===== config.mk =====
export PLATFORM = sky130hd
export DESIGN_NAME = vga_text_renderer_flat
export DESIGN_NICKNAME = d
export VERILOG_FILES = /design/src/rtl/vga_text_renderer_if.sv /design/src/rtl/vga_text_renderer.sv /design/src/flat_wrapper.sv
export SDC_FILE = /design/constraint.sdc
export NUM_CORES = 1
export LEC_CHECK = 0
export ABC_CLOCK_PERIOD_IN_PS = 1340
export CORE_AREA = 4 4 60 117
export DETAILED_ROUTE_END_ITERATION = 12
export DIE_AREA = 0 0 64 121
export PLACE_DENSITY = 0.75
export SYNTH_ARGS = -nofsm -noshare
export SYNTH_HDL_FRONTEND = slang
export SYNTH_SLANG_ARGS = --single-unit

===== constraint.sdc =====
create_clock -name CLK -period 1.34 [get_ports CLK]
set_input_delay 0.268 -clock CLK [delete_from_list [all_inputs] [get_ports CLK]]
set_output_delay 0.268 -clock CLK [all_outputs]
set_load 0.1 [all_outputs]

===== src/rtl/vga_text_renderer_if.sv =====
// Text RAM / font ROM bus between the renderer and its two synchronous-read memories.
interface vga_text_renderer_if;
    logic [11:0] textAddr;
    logic [7:0]  textData;
    logic [10:0] fontAddr;
    logic [7:0]  fontData;

    modport master (
        output textAddr,
        output fontAddr,
        input  textData,
        input  fontData
    );

    modport slave (
        input  textAddr,
        input  fontAddr,
        output textData,
        output fontData
    );
endinterface


===== src/rtl/vga_text_renderer.sv =====
// 80x30 character-cell pixel generator: three pixEn-gated stages from timing counters to serial video,
// with per-character inverse video and a blinking underline cursor.
module vga_text_renderer #(
    parameter int unsigned COLS      = 80,
    parameter int unsigned ROWS      = 30,
    parameter int unsigned BLINK_BIT = 4
) (
    input  logic                        CLK,
    input  logic                        nCLR,
    input  logic                        pixEn,
    input  logic [9:0]                  hCount,
    input  logic [9:0]                  vCount,
    input  logic                        bright,
    input  logic                        hSync,
    input  logic                        vSync,
    input  logic [6:0]                  cursorCol,
    input  logic [4:0]                  cursorRow,
    input  logic                        cursorEn,
    vga_text_renderer_if.master         mem,
    output logic                        VidOut,
    output logic                        hSyncOut,
    output logic                        vSyncOut,
    output logic                        brightOut
);
    localparam logic [6:0] COLS_W = 7'(COLS);
    localparam logic [4:0] ROWS_W = 5'(ROWS);

    logic [6:0]  col;
    logic [4:0]  row;
    logic [11:0] rowBase;
    logic [11:0] textIdx;
    logic        hit;
    logic        unusedVMsb;

    // stage 1
    logic [3:0]  glyphRow1;
    logic [2:0]  bitIdx1;
    logic        curHit1;
    logic        bright1;
    logic        hSync1;
    logic        vSync1;

    // stage 2 (glyph row lives in fontAddr[3:0])
    logic        inv2;
    logic [2:0]  bitIdx2;
    logic        curHit2;
    logic        bright2;
    logic        hSync2;
    logic        vSync2;

    logic        vSyncPrev;
    logic [7:0]  frameCnt;
    logic        curOn;
    logic        fontBit;
    logic        underline;
    logic        pix;

    assign unusedVMsb = vCount[9];

    always_comb begin
        col     = hCount[9:3];
        row     = vCount[8:4];
        // row*80 as row*64 + row*16
        rowBase = ({7'd0, row} << 6) + ({7'd0, row} << 4);
        textIdx = rowBase + {5'd0, col};
        hit     = cursorEn & (col == cursorCol) & (row == cursorRow)
                & (col < COLS_W) & (row < ROWS_W);
    end

    always_ff @(posedge CLK or negedge nCLR) begin
        if (!nCLR) begin
            mem.textAddr <= '0;
            glyphRow1    <= '0;
            bitIdx1      <= '0;
            curHit1      <= 1'b0;
            bright1      <= 1'b0;
            hSync1       <= 1'b0;
            vSync1       <= 1'b0;
        end else if (pixEn) begin
            mem.textAddr <= bright ? textIdx : '0;
            glyphRow1    <= vCount[3:0];
            bitIdx1      <= hCount[2:0];
            curHit1      <= hit;
            bright1      <= bright;
            hSync1       <= hSync;
            vSync1       <= vSync;
        end
    end

    always_ff @(posedge CLK or negedge nCLR) begin
        if (!nCLR) begin
            mem.fontAddr <= '0;
            inv2         <= 1'b0;
            bitIdx2      <= '0;
            curHit2      <= 1'b0;
            bright2      <= 1'b0;
            hSync2       <= 1'b0;
            vSync2       <= 1'b0;
        end else if (pixEn) begin
            mem.fontAddr <= {mem.textData[6:0], glyphRow1};
            inv2         <= mem.textData[7];
            bitIdx2      <= bitIdx1;
            curHit2      <= curHit1;
            bright2      <= bright1;
            hSync2       <= hSync1;
            vSync2       <= vSync1;
        end
    end

    // Blink timebase counts raw vSync rising edges every clock, independent of pixEn.
    always_ff @(posedge CLK or negedge nCLR) begin
        if (!nCLR) begin
            vSyncPrev <= 1'b0;
            frameCnt  <= '0;
        end else begin
            vSyncPrev <= vSync;
            if (vSync && !vSyncPrev) begin
                frameCnt <= frameCnt + 8'd1;
            end
        end
    end

    always_comb begin
        curOn     = frameCnt[BLINK_BIT];
        fontBit   = mem.fontData[3'd7 - bitIdx2];
        underline = curHit2 & curOn & (mem.fontAddr[3:0] >= 4'd14);
        pix       = fontBit ^ inv2 ^ underline;
    end

    always_ff @(posedge CLK or negedge nCLR) begin
        if (!nCLR) begin
            VidOut    <= 1'b0;
            hSyncOut  <= 1'b0;
            vSyncOut  <= 1'b0;
            brightOut <= 1'b0;
        end else if (pixEn) begin
            VidOut    <= pix & bright2;
            hSyncOut  <= hSync2;
            vSyncOut  <= vSync2;
            brightOut <= bright2;
        end
    end
endmodule

===== src/flat_wrapper.sv =====
// flat-port wrapper written by rule: the top's interface ports become plain ports
module vga_text_renderer_flat 
#(
    parameter int unsigned COLS      = 80,
    parameter int unsigned ROWS      = 30,
    parameter int unsigned BLINK_BIT = 4
)
  (CLK, nCLR, pixEn, hCount, vCount, bright, hSync, vSync, cursorCol, cursorRow, cursorEn, VidOut, hSyncOut, vSyncOut, brightOut, mem_textAddr, mem_fontAddr, mem_textData, mem_fontData);
  vga_text_renderer_if mem_i ();
  input  logic CLK;
  input  logic nCLR;
  input  logic pixEn;
  input  logic [9:0] hCount;
  input  logic [9:0] vCount;
  input  logic bright;
  input  logic hSync;
  input  logic vSync;
  input  logic [6:0] cursorCol;
  input  logic [4:0] cursorRow;
  input  logic cursorEn;
  output logic VidOut;
  output logic hSyncOut;
  output logic vSyncOut;
  output logic brightOut;
  output wire logic [$bits(mem_i.textAddr)-1:0] mem_textAddr;
  output wire logic [$bits(mem_i.fontAddr)-1:0] mem_fontAddr;
  input wire logic [$bits(mem_i.textData)-1:0] mem_textData;
  input wire logic [$bits(mem_i.fontData)-1:0] mem_fontData;
  assign mem_textAddr = mem_i.textAddr;
  assign mem_fontAddr = mem_i.fontAddr;
  assign mem_i.textData = mem_textData;
  assign mem_i.fontData = mem_fontData;
  vga_text_renderer #(.COLS(COLS), .ROWS(ROWS), .BLINK_BIT(BLINK_BIT)) u_core (.CLK(CLK), .nCLR(nCLR), .pixEn(pixEn), .hCount(hCount), .vCount(vCount), .bright(bright), .hSync(hSync), .vSync(vSync), .cursorCol(cursorCol), .cursorRow(cursorRow), .cursorEn(cursorEn), .mem(mem_i), .VidOut(VidOut), .hSyncOut(hSyncOut), .vSyncOut(vSyncOut), .brightOut(brightOut));
endmodule

==> impl_results.md, run 1 <==
* Worst Path Required at approximately 1500 ps
* Post-Syn Area at between 2000 and 2500 um^2
* Initial antenna violation count at 0
* PD cells at roughly 1300 nW/um^2
* Syn_nets at approximately 270
* Tcrit/Tclk final at 131%
* Fraction of registers with async set/reset at 100%
* Maximum buffer depth of the clock tree at 2
* Gpl congestion at ~0.76
* Fin util at between 60% and 70%
* Top-count cell post-synth: dfrtp_1
* Status: finished with violations
* CP startpoint kind: input port
* Arr. time, crit path at between 1500 and 2000 ps
* R2R depth at 4
* Post-route ant nets at 0
* Die height at ~120 um
* Chip width at about 64 um
* Finished Cell Area at slightly above 4000 um^2
* RSZ-0062 raised after global routing: yes
* Site Rows at 41
* Via count at 1,899
* Total power at roughly 5400 uW
* GRT Util Overall at 15.8%
* Post-synth top area share at 53.0%
* # DRC at 0
* Synth warn at 0
* Sequential fraction of the synthesis area at a little over half
* Crit-path max FO at 2
* PnR worst setup slack at -415 ps
* Post-synth EDFFs at 0
* CTS H-tree lvls at 2
* Post-synth top cells: dfrtp_1 (52), mux2_2 (32), inv_1 (21)
* Setup violations, final at 8
* Final hold violations at 0
* Worst Setup End Kind: flop
* Leak at between 0.0015 and 0.002 uW
* Fin cells at approximately 400
* Worst-Margin Slew at 255 ps
* Failing checks: negative setup slack
* Starting DRT DRC Count at 35
* Core Region at 6210 um^2
* Initial DRT Pass Iterations at 7
* Average vias per placed instance at about 4.8
* WL per Instance at around 14 um
* Synth cell types at 29
* Die area at about 7700 um^2
* Hold crit path type: in2async
* I/O pin count at 82
* Worst-case vdd ir drop at just under 0.9 mV
* Rel. slew slack at between 80% and 90%
* CTS tree: yes
* Initial Util at between 30% and 40%
* Reg2Reg Setup Slack at -130 ps
* Synth-to-layout area growth at 66.7%
* First-pass GRT wire length at a little under 10 mm
* Post-DP HPWL at roughly 4.6 mm
* Synth Flop Type: dfrtp_1
* Kind of critical path: in2reg
* FF-to-FF Start: u_core.bitIdx2[1]
* Fin crit period at 1750 ps
* CTS buffer count at 5
* Synth area leaders: dfrtp_1 (53%), mux2_2 (15%), ha_1 (5.1%), xnor2_1 (3.9%), inv_1 (3.2%)
* # placed instances at between 300 and 400
* Clock skew at ~4.5 ps
* CTS sink count at 52
* Area after DPL at about 3900 um^2
* CTS clock-pin slew for the worst setup and hold paths at 60 ps
* Synthesized flop and latch total at between 50 and 60
* Worst r2r dst: u_core.VidOut
* N_diodes at 0
* Synth Area per Inst at between 10 and 15 um^2
* Final-stage net count at between 300 and 400
* Layout cells sized above 1 at 39.6%
* Drt total wl at approximately 5.6 mm
* # port buffers at 80
* Max-Cap Viols at 0
* Remaining global-route overflow at 0
* Yosys top cell by area: dfrtp_1
* Pins Over Slew Limit at 0
* CTS root buf: clkbuf_16
* Largest net degree at the start of global routing at 22
* Worst-Skew Late Latency at about 280 ps
* Vias in the first global route at roughly 2.1k
* Fmax at ~570 MHz
* Cells after synthesis at roughly 200
-- worst max path at each step --
stage,slack (ps),start,cells past startpoint,end
after global placement,-1230,vCount[6],10,u_core.mem.textAddr[10]
after global routing,-510,vCount[6],10,u_core.mem.textAddr[10]
after detailed placement,-1310,vCount[6],10,u_core.mem.textAddr[10]
final,-410,vCount[6],10,u_core.mem.textAddr[9]
after floorplan,-600,vCount[6],9,u_core.mem.textAddr[10]
after CTS,-490,vCount[6],10,u_core.mem.textAddr[10]
-- registers in the layout (all words and copies together), names as in the netlist --
register,cells
u_core.mem.fontAddr,11
u_core.inv2,1
u_core.brightOut,1
u_core.vSyncOut,1
u_core.mem.textAddr,12
u_core.bitIdx1,3
u_core.hSync1,1
u_core.vSync2,1
u_core.curHit1,1
u_core.glyphRow1,4
u_core.bright2,1
u_core.hSyncOut,1
u_core.curHit2,1
u_core.bitIdx2,3
u_core.vSync1,1
u_core.bright1,1
u_core.frameCnt,5
u_core.hSync2,1
u_core.vSyncPrev,1
u_core.VidOut,1
-- timing repair --
action | 4_1_cts | 5_1_grt
setup endpoints to repair | 8 | 9
pin swaps | 11 | 13
setup buffers | 2 | 1
hold endpoints to repair | 3 | 0
resized for setup | 28 | 7
hold buffers | 1 | 0
-- worst max-delay path: stages --
cell      delay, ps
buf_8            90
inv_8            30
fa_1            510
buf_4           160
fa_2            340
nor2b_2         130
o21ai_1          70
nand2b_1        100
xnor2_1         120
o22ai_1          90
-- per-stage QoR --
stage | hold WS (ps) | setup slack (ps) | TNS, ps
floorplan | -27.6 | -602 | -2440
finish | 362 | -415 | -2260
detailed placement | 124 | -1310 | -8730
CTS | 357 | -487 | -2540
global route | 371 | -506 | -2970
global placement | 120 | -1230 | -8140
-- area by class of cell --
type                       count  area [um^2]
fill                         466         2110
timing repair buffer         113         1340
sequential                    52         1310
multi-input combinational    119         1110
clock buffer                   6          129
tap                           86          108
inverter                      21         86.3
clock inverter                 2         12.5
-- cells in the final DEF, fill, tap and decap left out, drive strengths merged --
| cell | netlist | layout |
|---|---|---|
| dlygate4sd2 | 0 | 1 |
| nand3 | 13 | 13 |
| buf | 3 | 64 |
| a211oi | 1 | 1 |
| a21oi | 2 | 2 |
| nor3 | 1 | 1 |
| clkdlybuf4s15 | 0 | 2 |
| o22ai | 3 | 3 |
| nor4 | 1 | 1 |
| ha | 10 | 10 |
| clkdlybuf4s50 | 0 | 45 |
| and3 | 1 | 1 |
| o21bai | 1 | 1 |
| o21ai | 14 | 14 |
| inv | 21 | 21 |
| clkbuf | 4 | 6 |
| a21o | 1 | 1 |
| mux2i | 1 | 1 |
| nor2b | 4 | 4 |
| mux4 | 2 | 2 |
| mux2 | 32 | 32 |
| xor2 | 8 | 8 |
| xnor2 | 11 | 11 |
| nand2b | 1 | 1 |
| fa | 2 | 2 |
| nor2 | 1 | 1 |
| a31o | 1 | 1 |
| dlygate4sd3 | 0 | 1 |
| dfrtp | 52 | 52 |
| o32ai | 1 | 1 |
| nand4 | 4 | 4 |
| nand2 | 2 | 2 |
| clkinvlp | 0 | 1 |
| nand3b | 1 | 1 |
| clkinv | 0 | 1 |
-- logic make-up after synthesis --
| group | Yosys count | share of synthesized area, % |
|---|---|---|
| flip-flops | 52 | 53.0 |
| multiplexers | 35 | 17.2 |
| AND/OR/NAND/NOR | 29 | 6.42 |
| buffers and inverters | 28 | 4.28 |
| AO/OA/AOI/OAI | 24 | 5.65 |
| XOR/XNOR | 19 | 6.77 |
| adder cells (fa/ha/maj) | 12 | 6.72 |
-- power breakdown --
part           switching (uW)  leakage (uW)  internal, uW  total, uW
Clock                     504     0.0000669           688       1190
Sequential                223      0.000631          1820       2040
Combinational            1170       0.00108           948       2120
Total                    1890       0.00178          3460       5350
-- routing by layer --
metal  wire length [um]  global-route usage, %  vias to the layer above
li1                   -                      -                      915
met1               2250                   19.2                      906
met2               2920                   26.8                       69
met3                364                   4.17                        9
met4                111                   5.14                        0
met5                  0                      0                        -
Note: power is estimated with default switching activity, not from simulation.
==> run 2: changes to the inputs <==
--- a/config.mk
+++ b/config.mk
@@ -9,6 +9,7 @@
 export CORE_AREA = 4 4 60 117
 export DETAILED_ROUTE_END_ITERATION = 12
 export DIE_AREA = 0 0 64 121
+export MAX_ROUTING_LAYER = met4
 export PLACE_DENSITY = 0.75
 export SYNTH_ARGS = -nofsm -noshare
 export SYNTH_HDL_FRONTEND = slang
==> impl_results.md, run 2 (synthesis gave the netlist of run 1 again) <==
* # DRC at 0
* Initial Util at approximately two fifths
* Arr. time, crit path at 1920 ps
* Final hold violations at 0
* Setup violations, final at 8
* Fin Hold WS at around 360 ps
* Largest regs: u_core.mem.textAddr (12), u_core.mem.fontAddr (11), u_core.frameCnt (5)
* Max-Cap Viols at 0
* Worst Setup End Kind: flop
* Commonest cells after routing, fill and taps aside: dfrtp_1 (49), clkdlybuf4s50_1 (45), mux2_2 (32)
* Net Sw Power at between 1500 and 2000 uW
* Core Region at roughly 6200 um^2
* Cell internal pwr at between 3000 and 4000 uW
* CTS clock-pin slew for the worst setup and hold paths at 60 ps
* Reg area at ~1300 um^2
* Site Rows at 41
* Remaining global-route overflow at 0
* Final-stage net count at 379
* Pins Over Slew Limit at 0
* Reg2Reg Setup Slack at -130 ps
* Reg with most FFs: u_core.mem.textAddr
* Status: finished with violations
* R2R depth at 4
* Rel. slew slack at 82.9%
* CTS root buf: clkbuf_16
* CTS tree: yes
* Crit-path max FO at 2
* Starting DRT DRC Count at between 40 and 50
* Via count at ~1.9k
* Comb power frac at between 30% and 40%
* Vias in the first global route at about 2.1k
* Area of the multi-input gates at about 1100 um^2
* Most common cell after layout, fill and taps aside: dfrtp_1
* Post-DP HPWL at roughly 4.6 mm
* Fin crit period at approximately 1800 ps
* Sw Ratio at roughly 35%
* Post-route ant nets at 0
* CP startpoint kind: input port
* I/O pin count at 82
* Initial DRT Pass Iterations at 6
* PnR worst setup slack at -415 ps
* Die height at about 120 um
* Leak at roughly 0.0018 uW
* CTS sink count at 52
* Filler Cell Count at between 400 and 500
* Worst-Skew Late Latency at 280 ps
* # port buffers at 80
* Maximum buffer depth of the clock tree at 2
* Chip width at approximately 64 um
* Clock power frac at approximately 22%
* Largest net degree at the start of global routing at 22
* N_diodes at 0
* Synth-to-layout area growth at 66.7%
* Kind of critical path: in2reg
* PD cells at 1310 nW/um^2
* Average vias per placed instance at approximately 4.8
* Worst-Margin Slew at about 260 ps
* CTS H-tree lvls at 2
* Worst-case vdd ir drop at around 0.88 mV
* WL per Instance at 14.2 um
* Layout cells sized above 1 at 39.6%
* Hold crit path type: in2async
* First-pass GRT wire length at ~9.6 mm
* Drt total wl at between 5 and 6 mm
* Failing checks: negative setup slack
* Fmax at 570 MHz
* CTS buffer count at 5
* Clock skew at a little under 5 ps
* Die area at between 7000 and 8000 um^2
* Largest register FFs at 12
* Initial antenna violation count at 0
* GRT Util Overall at 16.2%
* Tcrit/Tclk final at 131%
* Total power at around 5400 uW
* Sequential share of power at between 30% and 40%
* Place WS at -1310 ps
* Worst Path Required at 1500 ps
* Gpl congestion at 0.766
* RSZ-0062 raised after global routing: yes
## run 2: final timing paths
check / from / end
setup / recovery: vCount[6] / u_core.mem.textAddr[9]
hold reg to reg: u_core.frameCnt[3] / u_core.frameCnt[3]
setup reg to reg: u_core.bitIdx2[1] / u_core.VidOut
min in group CLK: vCount[4] / u_core.mem.textAddr[4]
hold / removal: nCLR / u_core.mem.fontAddr[3]
max in group asynchronous: nCLR / u_core.hSync2
## run 2: layout make-up
class | count | area share (%)
repair buffers | 113 | 32.7
flip-flops and latches | 52 | 31.9
multi-input cells | 119 | 27.2
clock buffers | 6 | 3.15
well taps | 86 | 2.63
inverters | 21 | 2.11
clock inverters | 2 | 0.305
## run 2: power groups by stage
stage / registers (uW) / clock network (uW) / logic, uW
floorplan: 2740 / 0 / 472
global placement: 2050 / 0 / 2040
detailed placement: 2070 / 0 / 2090
CTS: 2040 / 1220 / 2130
global route: 2080 / 1300 / 2230
finish: 2040 / 1190 / 2120
## run 2: what timing repair did
| item | in CTS | in global routing |
|---|---|---|
| gates resized for setup | 28 | 7 |
| hold endpoints to repair | 3 | 0 |
| setup buffers | 2 | 1 |
| hold buffers | 1 | 0 |
| pin swaps | 11 | 13 |
| endpoints found under the setup margin | 8 | 9 |
## run 2: critical path: stages
cell and delay (ps):
buf_8 90, inv_8 30, fa_1 510, buf_4 160, fa_2 340, nor2b_2 130
o21ai_1 70, nand2b_1 100, xnor2_1 120, o22ai_1 90
## run 2: stage by stage
| stage | utilization, % | setup TNS, ps | instance area (um^2) | instances |
|---|---|---|---|---|
| global placement | 62.4 | -8140 | 3880 | 387 |
| global route | 66.0 | -2980 | 4100 | 399 |
| floorplan | - | -2440 | 2490 | 199 |
| detailed placement | 62.4 | -8730 | 3880 | 387 |
| CTS | 65.5 | -2540 | 4060 | 398 |
| finish | 66.0 | -2250 | 4100 | 399 |
## run 2: routing by layer
layer / GRT usage (%) / part of all wire, % / wire (um) / vias to the layer above
met4: 5.14 / 1.6 / 89 / 0
li1: - / - / - / 915
met1: 20.0 / 41 / 2320 / 905
met2: 26.6 / 52 / 2930 / 75
met3: 3.24 / 5.6 / 315 / 7
met5: - / 0 / 0 / -
==> run 3: changes to the inputs <==
--- a/config.mk
+++ b/config.mk
@@ -6,11 +6,12 @@
 export NUM_CORES = 1
 export LEC_CHECK = 0
 export ABC_CLOCK_PERIOD_IN_PS = 1340
-export CORE_AREA = 4 4 60 117
+export CORE_AREA = 4 4 58 112
 export DETAILED_ROUTE_END_ITERATION = 12
-export DIE_AREA = 0 0 64 121
+export DIE_AREA = 0 0 62 116
+export DONT_BUFFER_PORTS = 1
 export MAX_ROUTING_LAYER = met4
-export PLACE_DENSITY = 0.75
+export PLACE_DENSITY = 0.61
 export SYNTH_ARGS = -nofsm -noshare
 export SYNTH_HDL_FRONTEND = slang
 export SYNTH_SLANG_ARGS = --single-unit
==> impl_results.md, run 3 (synthesis gave the netlist of run 1 again) <==
* Status: finished with violations
* Failing checks: negative hold slack, negative setup slack
* Setup violations, final at 7
* # DRC at 0
* Starting DRT DRC Count at 53
* Area after DPL at ~2900 um^2
* PD cells at about 1700 nW/um^2
* Fin cells at 294
* Die height at 116 um
* Slowest CP cell: fa_1
* Via count at between 1.5k and 2k
* Met2 wire len at 2.85 mm
* Gpl congestion at ~0.84
* CP startpoint kind: input port
* CP peak stage delay at roughly 500 ps
* Arr. time, crit path at 1820 ps
* Worst-Skew Late Latency at just under 300 ps
* Final hold violations at 52
* Max-Cap Viols at 0
* Pins Over Slew Limit at 0
* Initial Util at 43.0%
* CTS H-tree lvls at 2
* N_diodes at 0
* GRT Util Overall at roughly 15%
* Worst-Margin Slew at roughly 340 ps
* DR WL met3 at ~350 um
* # placed instances at 285
* CTS buffer count at 5
* Fin util at 55.2%
* Tcrit/Tclk final at 123%
* Site Rows at 39
* Worst Setup End Kind: flop
* Post-route ant nets at 0
* CTS sink count at 52
* Largest register FFs at 12
* Final-stage net count at 300
* Finished Cell Area at about 3100 um^2
* Most common cell after layout, fill and taps aside: dfrtp_1
* Kind of critical path: in2reg
* CTS clock-pin slew for the worst setup and hold paths at around 70 ps
* Core Region at 5710 um^2
* First-pass GRT wire length at around 7.6 mm
* PnR worst setup slack at -311 ps
* Rel. slew slack at between 70% and 80%
* Met1 WL at 1.77 mm
* Hold crit path type: in2async
* Chip width at ~62 um
* Cell Chain, Critical Path: inv_8, fa_1, buf_4, fa_2, nor2b_4, o21ai_1, nand2b_1, xnor2_1, o22ai_1
* WL per Instance at around 17 um
* Fin Hold WS at -334 ps
* Initial DRT Pass Iterations at 2
* Filler Cell Count at between 400 and 500
* Leak at approximately 0.0014 uW
* Commonest cells after routing, fill and taps aside: dfrtp_1 (49), mux2_2 (32), buf_4 (21)
* Crit-path max FO at 4
* Drt total wl at 5.10 mm
* Initial antenna violation count at 0
* Synth-to-layout area growth at 28.2%
* Largest net degree at the start of global routing at 59
* RSZ-0062 raised after global routing: yes
* Largest regs: u_core.mem.textAddr (12), u_core.mem.fontAddr (11), u_core.frameCnt (5)
* I/O pin count at 82
* Clock skew at ~6.4 ps
* Layout cells sized above 1 at 36.5%
* Top layer in use: met4
* Reg with most FFs: u_core.mem.textAddr
* CTS root buf: clkbuf_16
* Place WS at -659 ps
* Worst-case vdd ir drop at 1.15 mV
* Die area at 7190 um^2
* Hold_buf cts at 1
* Post-DP HPWL at about 3.8 mm
* CTS tree: yes
* Average vias per placed instance at approximately 5.3
* Maximum buffer depth of the clock tree at 2
* Fmax at 606 MHz
* Total power at between 5000 and 6000 uW
* Fin crit period at approximately 1700 ps
* Worst Path Required at about 1500 ps
* Remaining global-route overflow at 0
* Vias in the first global route at approximately 1.6k
* # port buffers at 0
run 3: what timing repair did:
action | in CTS | in global routing
resized for setup | 6 | 3
buffers inserted | 1 | 0
endpoints found under the hold margin | 53 | 52
endpoints found under the setup margin | 7 | 7
pin swaps | 9 | 2
run 3: report_power, final:
part	total, uW	switching (uW)	internal, uW
Sequential	2000	183	1820
Combinational	1680	1050	623
Clock	1590	527	1060
run 3: through the flow:
step                setup TNS [ps]  hold slack (ps)
floorplan                    -2440            -27.6
global placement             -3320            -26.0
detailed placement           -3430            -26.4
CTS                          -1460             -342
global route                 -1890             -349
finish                       -1550             -334
run 3: path summary, 6_finish.rpt:
check                                    from                endpoint  slack [ps]  cells after the start
setup reg to reg            u_core.bitIdx2[1]           u_core.VidOut        -170                      4
hold / removal                           nCLR  u_core.mem.fontAddr[9]        -330                      0
min in group CLK                        pixEn  u_core.mem.textAddr[6]          70                      1
hold reg to reg            u_core.frameCnt[4]      u_core.frameCnt[4]         480                      1
setup / recovery                    vCount[6]  u_core.mem.textAddr[9]        -310                      9
max in group asynchronous                nCLR  u_core.mem.fontAddr[2]        1560                      0
run 3: worst max-delay path, delay by kind of cell:
family                   cells  cell delay [ps]
buffers and inverters        2              160
AND/OR/NAND/NOR              2              260
XOR/XNOR                     1              130
AO/OA/AOI/OAI                2              150
adder cells (fa/ha/maj)      2              850
run 3: layout make-up:
type                            instances  area (um^2)  share of cell area, %
Tap cell                               61         76.3                   2.42
Multi-Input combinational cell        119         1090                   34.5
Sequential cell                        52         1310                   41.5
Clock buffer                            5          125                   3.97
Clock inverter                          2         60.1                   1.91
Timing Repair Buffer                   34          408                   13.0
Inverter                               21         86.3                   2.74
run 3: per-layer routing:
metal,vias up,GRT usage [%]
met4,0,7.93
met3,7,4.24
met5,-,-
met1,753,14.9
li1,750,-
met2,53,25.6
